==> src/rtl/dds_pkg.sv <==
// Shared widths, default tuning constants and FSM encoding for the DDS tuning loader.
package dds_pkg;

  localparam int ACC_W   = 32;
  localparam int PHASE_W = 12;
  localparam int IDX_W   = 11;
  localparam int IDX_MAX = 1799;

  localparam logic [ACC_W-1:0] BASE_TW_DEF = 32'd179;
  localparam logic [ACC_W-1:0] STEP_TW_DEF = 32'd179;

  // Largest tuning word below half the sample rate.
  localparam logic [ACC_W-1:0] NYQ_TW = {1'b0, {(ACC_W-1){1'b1}}};

  typedef enum logic [1:0] {
    S_IDLE   = 2'd0,
    S_MUL    = 2'd1,
    S_WAIT   = 2'd2,
    S_COMMIT = 2'd3
  } dds_state_e;

  // Indices above the table end are pinned to the last legal entry.
  function automatic logic [IDX_W-1:0] clamp_idx(input logic [IDX_W-1:0] a);
    return (a > IDX_W'(IDX_MAX)) ? IDX_W'(IDX_MAX) : a;
  endfunction

endpackage

==> src/rtl/dds_seq_mult.sv <==
// Shift-add multiplier: IDX_W x ACC_W, fixed IDX_W-cycle latency after start.
module dds_seq_mult
  import dds_pkg::*;
(
  input  logic             Fg_CLK,
  input  logic             RESETn,
  input  logic             start,
  input  logic [IDX_W-1:0] multiplier,
  input  logic [ACC_W-1:0] multiplicand,
  output logic [ACC_W:0]   product,
  output logic             done
);

  localparam int CNT_W = $clog2(IDX_W + 1);

  logic [IDX_W-1:0] mplier;
  logic [ACC_W:0]   mcand;
  logic [ACC_W:0]   prod;
  logic [CNT_W-1:0] cnt;

  // Load operands on start, then one partial product per cycle; done marks the last step.
  always_ff @(posedge Fg_CLK or negedge RESETn) begin
    if (!RESETn) begin
      mplier <= '0;
      mcand  <= '0;
      prod   <= '0;
      cnt    <= '0;
      done   <= 1'b0;
    end else if (start) begin
      mplier <= multiplier;
      mcand  <= {1'b0, multiplicand};
      prod   <= '0;
      cnt    <= CNT_W'(IDX_W);
      done   <= 1'b0;
    end else if (cnt != '0) begin
      if (mplier[0]) begin
        prod <= prod + mcand;
      end
      mplier <= mplier >> 1;
      mcand  <= mcand << 1;
      cnt    <= cnt - CNT_W'(1);
      done   <= (cnt == CNT_W'(1));
    end else begin
      done <= 1'b0;
    end
  end

  assign product = prod;

endmodule

==> src/rtl/dds_tuning_loader.sv <==
// Converts frequency indices to DDS tuning words and commits them at an accumulator wrap.
//
// state    | meaning
// S_IDLE   | no job; accepts a strobe or the pending index
// S_MUL    | multiplier running on the captured index
// S_WAIT   | result ready, waiting for an accumulator wrap
// S_COMMIT | load result into TuneWord, pulse FreqLoaded
module dds_tuning_loader
  import dds_pkg::*;
#(
  parameter logic [ACC_W-1:0] BASE_TW   = BASE_TW_DEF,
  parameter logic [ACC_W-1:0] STEP_TW   = STEP_TW_DEF,
  parameter bit               SYNC_LOAD = 1'b1
) (
  input  logic               Fg_CLK,
  input  logic               RESETn,
  input  logic [IDX_W-1:0]   Address,
  input  logic               FreqChng,
  input  logic               Enable,
  output logic [PHASE_W-1:0] PhaseOut,
  output logic [ACC_W-1:0]   TuneWord,
  output logic               Busy,
  output logic               FreqLoaded
);

  dds_state_e       state, state_nxt;
  logic [ACC_W-1:0] acc;
  logic [ACC_W:0]   acc_sum;
  logic             wrap;
  logic             commit_go;
  logic             pend_valid;
  logic [IDX_W-1:0] pend_idx;
  logic             take;
  logic [IDX_W-1:0] take_idx;
  logic [ACC_W:0]   mult_prod;
  logic             mult_done;
  logic [ACC_W+1:0] tw_sum;
  logic [ACC_W-1:0] tw_sat;
  logic [ACC_W-1:0] result_q;

  assign acc_sum   = {1'b0, acc} + {1'b0, TuneWord};
  assign wrap      = Enable & acc_sum[ACC_W];
  // With the accumulator held at zero no wrap will ever come, so commit straight away.
  assign commit_go = wrap | ~Enable;

  // The oldest waiting index (pending) is served before a coincident new strobe.
  assign take     = (state == S_IDLE) && (FreqChng || pend_valid);
  assign take_idx = pend_valid ? pend_idx : clamp_idx(Address);

  assign tw_sum = {2'b00, BASE_TW} + {1'b0, mult_prod};
  assign tw_sat = (tw_sum > {2'b00, NYQ_TW}) ? NYQ_TW : tw_sum[ACC_W-1:0];

  dds_seq_mult u_mult (
    .Fg_CLK       (Fg_CLK),
    .RESETn       (RESETn),
    .start        (take),
    .multiplier   (take_idx),
    .multiplicand (STEP_TW),
    .product      (mult_prod),
    .done         (mult_done)
  );

  // Phase accumulator, cleared and held while disabled.
  always_ff @(posedge Fg_CLK or negedge RESETn) begin
    if (!RESETn) begin
      acc <= '0;
    end else if (!Enable) begin
      acc <= '0;
    end else begin
      acc <= acc_sum[ACC_W-1:0];
    end
  end

  // One-deep pending index; the most recent strobe seen while busy wins.
  always_ff @(posedge Fg_CLK or negedge RESETn) begin
    if (!RESETn) begin
      pend_valid <= 1'b0;
      pend_idx   <= '0;
    end else if (FreqChng && !(state == S_IDLE && !pend_valid)) begin
      pend_valid <= 1'b1;
      pend_idx   <= clamp_idx(Address);
    end else if (take) begin
      pend_valid <= 1'b0;
    end
  end

  // FSM state register.
  always_ff @(posedge Fg_CLK or negedge RESETn) begin
    if (!RESETn) begin
      state <= S_IDLE;
    end else begin
      state <= state_nxt;
    end
  end

  // Next-state decode; the wait state is skipped when the commit condition already holds.
  always_comb begin
    state_nxt = state;
    unique case (state)
      S_IDLE: begin
        if (take) begin
          state_nxt = S_MUL;
        end
      end
      S_MUL: begin
        if (mult_done) begin
          state_nxt = (!SYNC_LOAD || commit_go) ? S_COMMIT : S_WAIT;
        end
      end
      S_WAIT: begin
        if (commit_go) begin
          state_nxt = S_COMMIT;
        end
      end
      S_COMMIT: begin
        state_nxt = S_IDLE;
      end
      default: begin
        state_nxt = S_IDLE;
      end
    endcase
  end

  // Result capture at multiply completion, then the committed tuning word and its strobe.
  always_ff @(posedge Fg_CLK or negedge RESETn) begin
    if (!RESETn) begin
      result_q   <= BASE_TW;
      TuneWord   <= BASE_TW;
      FreqLoaded <= 1'b0;
    end else begin
      if (state == S_MUL && mult_done) begin
        result_q <= tw_sat;
      end
      if (state == S_COMMIT) begin
        TuneWord <= result_q;
      end
      FreqLoaded <= (state == S_COMMIT);
    end
  end

  assign Busy     = (state != S_IDLE);
  assign PhaseOut = acc[ACC_W-1 -: PHASE_W];

endmodule

==> config.mk <==
export PLATFORM = sky130hd
export DESIGN_NAME = dds_tuning_loader
export DESIGN_NICKNAME = d
export VERILOG_FILES = /design/src/rtl/dds_pkg.sv /design/src/rtl/dds_seq_mult.sv /design/src/rtl/dds_tuning_loader.sv
export SDC_FILE = /design/constraint.sdc
export NUM_CORES = 1
export LEC_CHECK = 0
export ABC_AREA = 1
export ABC_CLOCK_PERIOD_IN_PS = 2000
export BUFFER_PORTS_ARGS = -buffer_cell sky130_fd_sc_hd__buf_2
export CAP_MARGIN = 30
export CORE_MARGIN = 1.5
export CORE_UTILIZATION = 33
export CTS_CLUSTER_DIAMETER = 50
export CTS_CLUSTER_SIZE = 25
export DETAILED_ROUTE_END_ITERATION = 8
export PLACE_DENSITY_LB_ADDON = 0.2
export SLEW_MARGIN = 20
export SYNTH_ARGS = -nofsm -noshare
export SYNTH_HDL_FRONTEND = slang
export SYNTH_HIERARCHICAL = 1
export SYNTH_SLANG_ARGS = --single-unit
==> constraint.sdc <==
create_clock -name Fg_CLK -period 2 [get_ports Fg_CLK]
set_input_delay 0.5 -clock Fg_CLK [delete_from_list [all_inputs] [get_ports Fg_CLK]]
set_output_delay 0.5 -clock Fg_CLK [all_outputs]
set_load 0.005 [all_outputs]
==> results of run 1 <==
[cells by family after synthesis]
group	Yosys count
multiplexers	30
flip-flops	193
adder cells (fa/ha/maj)	75
buffers and inverters	366
XOR/XNOR	21
other	2
AND/OR/NAND/NOR	928
AO/OA/AOI/OAI	292
[area by class of cell]
cell class                 instances  area (sq um)
fill                            3976         21400
multi-input combinational       1378          8690
sequential                       193          4870
clock buffer                      17           425
inverter                         314          1190
clock inverter                    15           196
tap                              525           657
timing repair buffer             308          2530
[worst max-delay path, cell delays in order, from the launching register on]
cell and delay, ns:
dfstp_2 0.55, ha_4 0.13, inv_2 0.03, fa_2 0.33, inv_2 0.08, nand2_2 0.05, nand2_1 0.05, nand3b_1 0.09
nand2_2 0.15, inv_2 0.04, o21bai_1 0.17, nand3_1 0.10, nand2_1 0.09, nand2_1 0.05, nand2_1 0.05, nor2_1 0.04
[final timing paths]
path	startpoint	endpoint	slack, ns
min in group asynchronous	RESETn	TuneWord[3]$_DFFE_PN0P_	0.55
max	TuneWord[0]$_DFFE_PN1P_	acc[28]$_DFF_PN0_	-0.11
min	Address[10]	pend_idx[10]$_DFFE_PN0P_	0.33
max reg2reg	TuneWord[0]$_DFFE_PN1P_	acc[28]$_DFF_PN0_	-0.11
min reg2reg	pend_idx[7]$_DFFE_PN0P_	pend_idx[7]$_DFFE_PN0P_	0.49
max in group asynchronous	RESETn	result_q[7]$_DFFE_PN1P_	0.82
[stage by stage]
stage / setup TNS [ns] / hold WS [ns]
detailed placement: -2.12 / 0.474
floorplan: -0.0602 / 0.204
CTS: -0.762 / 0.314
finish: -0.667 / 0.332
global placement: -1.47 / 0.467
global route: -3.92 / 0.320
[state kept, by name, indices dropped and copies added (netlist names)]
signal          flops
FreqLoaded          1
TuneWord           32
acc                32
pend_idx           11
pend_valid          1
result_q           32
state               2
u_mult/cnt          4
u_mult/done         1
u_mult/mcand       33
u_mult/mplier      11
u_mult/product     33
[what timing repair did]
action,4_1_cts,5_1_grt
gates resized for setup,92,308
setup buffers,17,38
gates cloned,2,3
hold buffers,1,0
endpoints found under the hold margin,20,0
pin swaps,25,69
setup endpoints to repair,53,85
[power by group through the flow]
| stage | registers (uW) | logic [uW] | clock network [uW] |
|---|---|---|---|
| after floorplan | 6550 | 10700 | 0 |
| after global placement | 6980 | 16800 | 0 |
| after detailed placement | 7020 | 17000 | 0 |
| after CTS | 6970 | 17900 | 3810 |
| after global routing | 7410 | 23200 | 3970 |
| final | 7210 | 20900 | 3720 |
[placed cells by master (no fill, tap or decap), drive strengths merged, types with 22 or more instances in the layout]
| master | instances |
|---|---|
| a21oi | 105 |
| buf | 303 |
| conb | 32 |
| dfrtp | 183 |
| ha | 73 |
| inv | 319 |
| mux2 | 30 |
| nand2 | 599 |
| nand3 | 113 |
| nor2 | 165 |
| nor3 | 22 |
| o21ai | 102 |
| o21bai | 24 |
| o221ai | 29 |
[layer usage]
layer,vias up,wire (um)
met5,-,0
met4,0,654
met3,40,1270
met2,196,20600
met1,6161,19400
li1,6672,-
[synthesized netlist by cell type, drive strengths merged (2+ instances only)]
library cell / number
mux2: 30
inv: 312
xor2: 14
o21bai: 24
a21boi: 2
o21ai: 102
buf: 35
nor3: 22
dfrtp: 183
a22oi: 7
ha: 73
conb: 2
o221ai: 29
xnor2: 7
clkbuf: 17
dfstp: 10
clkinv: 2
nor4: 4
nor2: 165
a21o: 11
or2: 6
a21oi: 105
nand4: 11
nand3: 113
o31ai: 2
nand3b: 6
o211ai: 4
fa: 2
nand2: 599
==> impl_metrics.csv, run 1 <==
group,metric,value,unit
outcome,outcome,"finished with violations",
outcome,violations,"negative setup slack",
synthesis,synth-adder-area-share,7.11,%
drt,dr.pass1.iters,5,
drt,drt_iter0_markers,640,
sta,maxSlewHeadroom,57.7,%
pwr,combinationalPowerShare,65.6,%
placed_design,gp_congestion,0.892,
synthesis,synth_top_family_by_area,"simple AND/OR/NAND/NOR gates",
layout,finalInstanceArea,18600,sq um
sta,rsz0062_at_grt,"yes",
synthesis,synth_compound_area_share,13.2,%
pwr,intPower,17100,uW
pwr,p_leak,0.00917,uW
placed_design,hpwl,31600,um
floorplanning,io_pins,61,
global_routing,grt_usage,19.9,%
clocking,cts_max_level,4,
pwr,power_density,1710,nW/um^2
global_routing,grtUsageMet2,34.5,%
drt,vias,13100,
global_routing,grt_pass1_vias,12500,
synthesis,yosys_warnings,6,
floorplanning,start_util,33.6,%
worst_setup_path,end_kind,"flip-flop",
sta,setup_viol,11,
global_routing,grt_util_met1,26.2,%
clocking,clkTransAtPathRegs,0.07,ns
synthesis,yosys.area_share.simple,28.4,%
synthesis,ys_top_cells_by_area,"dfrtp_1, nand2_1, inv_1",
layout,fin_util,46.5,%
global_routing,grt_pass1_wl,65800,um
worst_setup_path,required,2.35,ns
worst_setup_path,arrival,2.45,ns
layout,syn_to_final_growth,38.4,%
global_routing,overflow,0,
drt,drt_wl_total,41900,um
layout,layout-drive-gt1-share,32.8,%
sta,clock_skew,0.0165,ns
pwr,swShare,46.2,%
worst_setup_path,crit_type,"reg2reg",
clocking,clockBufferDepth,2,
synthesis,synth_top_area_share,34.1,%
global_routing,grt.busiest_layer,"met2",
min_path,worstHoldPathType,"in2reg",
synthesis,syn_inst,1907,
placed_design,dp_cells,2660,
synthesis,seq_area_frac_synth,36.1,%
synthesis,ys_types,55,
layout,n_antenna_cell,0,
pwr,switching_power,14700,uW
sta,drv_slew,0,
job,maxCapViolations,0,
layout,fin_cells,2750,
floorplanning,die_height,205,um
synthesis,synth_flop_cell,"dfrtp_1",
clocking,cts_made_buffers,17,
drt,via_per_inst,4.75,
placed_design,post-place-ws,-0.193,ns
synthesis,synthArstFlopShare,100,%
worst_setup_path,worstRegToRegCells,15,
layout,nNetsFinal,2302,
synthesis,synth_edf_count,0,
pwr,power,31800,uW
worst_setup_path,cp_max_fo,5,
min_path,holdPathStages,3,
sta,worst_slew_pin_slew,0.635,ns
global_routing,grt_use_met3,2.62,%
floorplanning,dieWidth,205,um
clocking,cts_sinks,193,
floorplanning,die_area,41900,sq um
drt,wl_per_cell,15.2,um
sta,setup_ws,-0.109,ns
worst_setup_path,start_kind,"flip-flop",
clocking,cts-root-buf,"clkbuf_16",
placed_design,place_area,15800,sq um
drt,drc,0,
synthesis,post_synth_xor_area_fraction,1.43,%
clocking,cts_tree,"done",
placed_design,port_buffers,60,
pwr,vdd_drop_max,690,uV
drt,postRouteAntennaNets,0,
sta,fmax,474,MHz
synthesis,synth_largest_area_cell,"dfrtp_1",
global_routing,grt_max_degree,41,
floorplanning,core_area,39900,sq um
clocking,clock_latency,0.46,ns
synthesis,syn-mean-instance-area,7.03,sq um
pwr,p_clk_share,11.7,%
floorplanning,rows,73,
synthesis,ys_ff_latch,193,
sta,min_period,2.11,ns
pwr,p_seq_share,22.7,%
sta,final_hold_viol_count,0,
global_routing,antenna_found_initial,0,
sta,finalCritPeriodShare,105,%
synthesis,synth_mux_area_share,2.52,%
synthesis,netlist_area,13400,sq um
Power figures use the tool's default switching activity.
==> inputs of run 2 (changes only) <==
--- a/config.mk
+++ b/config.mk
@@ -15,6 +15,7 @@
 export CTS_CLUSTER_SIZE = 25
 export DETAILED_ROUTE_END_ITERATION = 8
 export PLACE_DENSITY_LB_ADDON = 0.2
+export SKIP_CTS_REPAIR_TIMING = 1
 export SLEW_MARGIN = 20
 export SYNTH_ARGS = -nofsm -noshare
 export SYNTH_HDL_FRONTEND = slang
==> run 2 against run 1 <==
Against the previous run:
- the run still ends with negative setup slack left
- total power increased by 0.15%
- die area did not move
- critical path depth did not move
- global-route usage decreased by 0.37 points
- cell count decreased by 0.18%
- clock skew hardly changed
- fmax down 2.0%
- critical endpoint unchanged
- via count down 0.62%
- register-to-register slack got worse by 0.04 ns
==> impl_metrics.csv, run 2 (same netlist as run 1, synthesis figures left out) <==
group,metric,value,unit
sta,maxSlewHeadroom,63.8,%
drt,drt_wl_total,41600,um
clocking,clkTransAtPathRegs,0.07,ns
global_routing,overflow,0,
clocking,cts_sinks,193,
drt,dr.pass1.iters,5,
clocking,clockBufferDepth,2,
clocking,cts_tree,"done",
worst_setup_path,crit_type,"reg2reg",
placed_design,port_buffers,60,
worst_setup_path,path_buf_inv,3,
sta,setup_viol,25,
floorplanning,core_area,39900,sq um
sta,drv_slew,0,
worst_setup_path,worst_path_max_delay_cell,"dfstp_2",
outcome,violations,"negative setup slack",
worst_setup_path,start_kind,"flip-flop",
drt,postRouteAntennaNets,0,
layout,n_fill_cell,4005,
worst_setup_path,r2r_setup_slack,-0.15,ns
worst_setup_path,critical-path-max-stage-delay,0.55,ns
pwr,vdd_drop_max,738,uV
outcome,outcome,"finished with violations",
worst_setup_path,end_kind,"flip-flop",
floorplanning,die_height,205,um
drt,via_per_inst,4.73,
global_routing,antenna_found_initial,0,
worst_setup_path,required,2.35,ns
sta,final_hold_viol_count,0,
layout,layout-drive-gt1-share,32.2,%
sta,rsz0062_at_grt,"yes",
layout,final_common_cell,"nand2_1",
worst_setup_path,arrival,2.50,ns
clocking,cts-root-buf,"clkbuf_16",
clocking,cts_max_level,4,
worst_setup_path,crit_family,"simple AND/OR/NAND/NOR gates",
global_routing,grt_pass1_vias,12300,
layout,register_area,4870,sq um
worst_setup_path,worstRegToRegCells,15,
worst_setup_path,crit_cells,15,
layout,fin_cells,2745,
pwr,power_density,1720,nW/um^2
global_routing,grt_usage,19.5,%
layout,n_antenna_cell,0,
min_path,holdPathStages,3,
sta,setup_ws,-0.152,ns
clocking,cts_made_buffers,17,
sta,min_period,2.15,ns
drt,vias,13000,
layout,final_cell_mix,"nand2_1, inv_1, buf_4, dfrtp_1, nor2_1",
pwr,p_leak,0.00913,uW
worst_setup_path,cp_max_fo,5,
drt,wl_per_cell,15.2,um
layout,fin_util,46.3,%
layout,finalInstanceArea,18500,sq um
layout,multiInputGateArea,8690,sq um
floorplanning,start_util,33.6,%
job,maxCapViolations,0,
global_routing,grt_pass1_wl,64600,um
sta,finalCritPeriodShare,108,%
worst_setup_path,crit_chain,"ha_4 > inv_2 > fa_2 > inv_2 > nand2_4 > nand2_2 > nand3b_1 > nand2_2 > inv_2 > o21bai_1 > nand3_1 > nand2_1 > nand2_1 > nand2_1 > nor2_1",
global_routing,grt_max_degree,41,
floorplanning,dieWidth,205,um
sta,fmax,465,MHz
placed_design,place_area,15800,sq um
sta,finalSetupTns,-1.21,ns
placed_design,dp_cells,2660,
floorplanning,rows,73,
layout,syn_to_final_growth,37.9,%
drt,drc,0,
drt,drt_iter0_markers,593,
floorplanning,io_pins,61,
sta,worst_slew_pin_slew,0.542,ns
layout,nNetsFinal,2297,
floorplanning,die_area,41900,sq um
placed_design,hpwl,31600,um
min_path,worstHoldPathType,"in2reg",
sta,clock_skew,0.0162,ns
clocking,clock_latency,0.46,ns
placed_design,gp_congestion,0.892,
## run 2: final timing paths
| path | startpoint | endpoint |
|---|---|---|
| worst min-delay path | Address[10] | pend_idx[10]$_DFFE_PN0P_ |
| worst min register to register | pend_idx[7]$_DFFE_PN0P_ | pend_idx[7]$_DFFE_PN0P_ |
| max in group asynchronous | RESETn | result_q[7]$_DFFE_PN1P_ |
| worst max register to register | TuneWord[0]$_DFFE_PN1P_ | acc[28]$_DFF_PN0_ |
| min in group asynchronous | RESETn | TuneWord[3]$_DFFE_PN0P_ |
| worst max-delay path | TuneWord[0]$_DFFE_PN1P_ | acc[28]$_DFF_PN0_ |
## run 2: through the flow
| stage | hold slack, ns | setup slack, ns | total power [uW] |
|---|---|---|---|
| floorplan | 0.204 | -0.0413 | 17200 |
| global placement | 0.467 | -0.179 | 23800 |
| global route | 0.320 | -0.317 | 34600 |
| finish | 0.332 | -0.152 | 31900 |
| detailed placement | 0.474 | -0.193 | 24000 |
| CTS | -0.00852 | -0.227 | 27900 |
## run 2: area by class of cell
type / count / area share [%]
clock buffer: 17 / 2.30
timing repair inverter: 1 / 0.0406
tap: 525 / 3.55
multi-input combinational: 1378 / 47.0
clock inverter: 15 / 1.06
timing repair buffer: 302 / 13.3
sequential: 193 / 26.3
inverter: 314 / 6.44
## run 2: worst reg2reg max path: stages (launching register included)
cell      delay (ns)
dfstp_2         0.55
ha_4            0.13
inv_2           0.03
fa_2            0.33
inv_2           0.09
nand2_4         0.06
nand2_2         0.05
nand3b_1        0.09
nand2_2         0.16
inv_2           0.04
o21bai_1        0.18
nand3_1         0.10
nand2_1         0.09
nand2_1         0.05
nand2_1         0.05
nor2_1          0.04
## run 2: layer usage
metal	GRT usage [%]	vias to the layer above	part of all wire, %
met4	4.54	0	1.7
li1	-	6655	-
met1	25.8	6123	47
met3	2.64	43	2.6
met2	33.6	167	49
met5	0	-	0
## run 2: where the power goes
part	switching [uW]	internal [uW]	total (uW)
Clock	1720	2010	3730
Combinational	11600	9420	21000
Sequential	1520	5640	7160
Total	14800	17100	31900
==> inputs of run 3 (changes only) <==
--- a/config.mk
+++ b/config.mk
@@ -5,7 +5,6 @@
 export SDC_FILE = /design/constraint.sdc
 export NUM_CORES = 1
 export LEC_CHECK = 0
-export ABC_AREA = 1
 export ABC_CLOCK_PERIOD_IN_PS = 2000
 export BUFFER_PORTS_ARGS = -buffer_cell sky130_fd_sc_hd__buf_2
 export CAP_MARGIN = 30
==> run 3 against run 2 <==
Against the previous run:
- the flow still finishes with violations (negative setup slack)
- flip-flop and latch count stayed put
- synthesized cell count decreased by 33%
- non-clock buffer count increased by 91
- global-route usage decreased by 2.4 points
- cell count shrank 23%
- worst hold slack got worse by 0.30 ns
- core utilization increased by 0.59 points
- critical endpoint is now u_mult/product[32]$_DFFE_PN0P_
==> impl_metrics.csv, run 3 <==
group,metric,value,unit
clocking,cts_max_level,4,
clocking,cts-root-buf,"clkbuf_16",
placed_design,gp_congestion,0.896,
placed_design,port_buffers,60,
floorplanning,die_height,192,um
drt,drt_wl_total,31300,um
pwr,intPower,15900,uW
sta,clock_skew,0.0115,ns
floorplanning,start_util,33.4,%
global_routing,grt_usage,17.2,%
sta,drv_slew,0,
clocking,clockBufferDepth,2,
drt,drt_iter0_markers,402,
drt,drc,0,
pwr,p_seq_share,25.4,%
global_routing,grt_max_degree,69,
sta,rsz0062_at_grt,"yes",
synthesis,ys_top_cells_by_area,"dfrtp_1, ha_1, nand2_1",
global_routing,grt_pass1_vias,10100,
synthesis,yosys_warnings,6,
global_routing,antenna_found_initial,0,
synthesis,syn-mean-instance-area,9.28,sq um
clocking,clkTransAtPathRegs,0.07,ns
synthesis,netlist_area,11800,sq um
sta,final_hold_viol_count,0,
pwr,p_clk_share,13.2,%
synthesis,seq_area_frac_synth,41.0,%
synthesis,synth_flop_cell,"dfrtp_1",
pwr,vdd_drop_max,724,uV
layout,layout-drive-gt1-share,38.3,%
worst_setup_path,arrival,3.15,ns
layout,n_antenna_cell,0,
job,maxCapViolations,0,
clocking,cts_sinks,193,
outcome,outcome,"finished with violations",
floorplanning,core_area,35400,sq um
sta,setup_ws,-0.779,ns
worst_setup_path,cp_max_fo,3,
drt,wl_per_cell,14.8,um
sta,finalCritPeriodShare,139,%
placed_design,post-place-ws,-0.877,ns
layout,nNetsFinal,1738,
floorplanning,io_pins,61,
worst_setup_path,r2r_setup_slack,-0.78,ns
synthesis,synth_top_area_share,38.8,%
sta,maxSlewHeadroom,62.5,%
layout,fin_util,46.9,%
synthesis,synth_edf_count,0,
drt,via_per_inst,4.77,
sta,worst_slew_pin_slew,0.563,ns
worst_setup_path,end_kind,"flip-flop",
pwr,power,26700,uW
worst_setup_path,crit_type,"reg2reg",
synthesis,ys_ff_latch,193,
drt,dr.pass1.iters,4,
synthesis,synthTopCellsByCount,"dfrtp_1, nand2_1, o21ai_0, a21oi_1, nor2_1",
layout,final_common_cell,"buf_4",
placed_design,hpwl,23600,um
floorplanning,dieWidth,192,um
synthesis,synthArstFlopShare,100,%
pwr,swShare,40.4,%
synthesis,ys_types,72,
drt,postRouteAntennaNets,0,
floorplanning,rows,69,
synthesis,synth_largest_area_cell,"dfrtp_1",
layout,syn_to_final_growth,40.7,%
global_routing,overflow,0,
synthesis,yosysMostFrequentCell,"dfrtp_1",
synthesis,syn_inst,1272,
clocking,clock_latency,0.45,ns
pwr,switching_power,10800,uW
global_routing,grt_pass1_wl,50600,um
pwr,power_density,1600,nW/um^2
sta,setup_viol,85,
sta,fmax,360,MHz
clocking,cts_tree,"done",
sta,finalSetupTns,-36.53,ns
pwr,p_leak,0.00805,uW
drt,vias,10100,
min_path,worstHoldPathType,"in2async",
clocking,cts_made_buffers,17,
worst_setup_path,required,2.38,ns
sta,min_period,2.78,ns
pwr,combinationalPowerShare,61.4,%
worst_setup_path,start_kind,"flip-flop",
outcome,violations,"negative setup slack",
floorplanning,die_area,36900,sq um
layout,final_cell_mix,"buf_4, dfrtp_1, nand2_1, nor2_1, o21ai_0",
## run 3: stage by stage
step	hold slack [ns]	cell area, sq um	cells
3_5_place_dp	0.472	15200	2071
2_1_floorplan	0.204	12200	1302
6_report	0.0367	16600	2122
3_3_place_gp	0.463	15200	2071
4_1_cts	0.0611	15800	2103
5_1_grt	0.0645	16600	2122
## run 3: layer usage
layer	GRT usage, %	up-vias	wire, um
li1	-	5197	-
met1	22.7	4813	14800
met2	29.3	106	15400
met3	2.91	16	778
met4	3.46	0	319
met5	0	-	0
## run 3: cell type report
class                           instances  area [sq um]
Sequential cell                       193          4840
Inverter                               38           143
Multi-Input combinational cell       1005          7470
Fill cell                            3354         18800
Timing Repair Buffer                  393          3000
Tap cell                              461           577
Clock buffer                           22           454
Clock inverter                         10           124
## run 3: final timing paths
kind	to	startpoint	depth (start not counted)
setup / recovery	u_mult/product[32]$_DFFE_PN0P_	u_mult/mcand[0]$_DFFE_PN0P_	12
setup reg to reg	u_mult/product[32]$_DFFE_PN0P_	u_mult/mcand[0]$_DFFE_PN0P_	12
hold / removal	TuneWord[27]$_DFFE_PN0P_	RESETn	1
hold reg to reg	pend_idx[6]$_DFFE_PN0P_	pend_idx[6]$_DFFE_PN0P_	2
max in group asynchronous	u_mult/product[0]$_DFFE_PN0P_	RESETn	2
min in group Fg_CLK	pend_valid$_DFFE_PN0P_	FreqChng	3
## run 3: cell families after synthesis
family / after synthesis / share of synthesized area (%)
buffers and inverters: 104 / 4.10
DFF: 193 / 41.0
and+or+nand+nor: 395 / 15.4
muxes: 83 / 7.43
AOI/OAI and AO/OA: 341 / 18.1
other: 2 / 0.0636
xor gates and xnor gates: 79 / 5.86
adders and majority gates: 75 / 8.07
## run 3: worst max-delay path, stage by stage (launching register included)
cell,delay (ns)
dfrtp_1,0.35
ha_2,0.19
inv_2,0.04
fa_2,0.33
nand2b_4,0.16
a21oi_4,0.18
o2111ai_4,0.14
a211o_1,0.36
a31oi_4,0.21
a311oi_2,0.12
xor2_1,0.16
or3_1,0.33
a21oi_2,0.13
## run 3: power groups by stage
stage          clock [uW]  sequential, uW  combinational [uW]
2_1_floorplan           0            6700                8730
3_3_place_gp            0            6730               14900
3_5_place_dp            0            6780               15100
4_1_cts              3620            6720               15200
5_1_grt              3780            6980               18200
6_report             3520            6760               16400
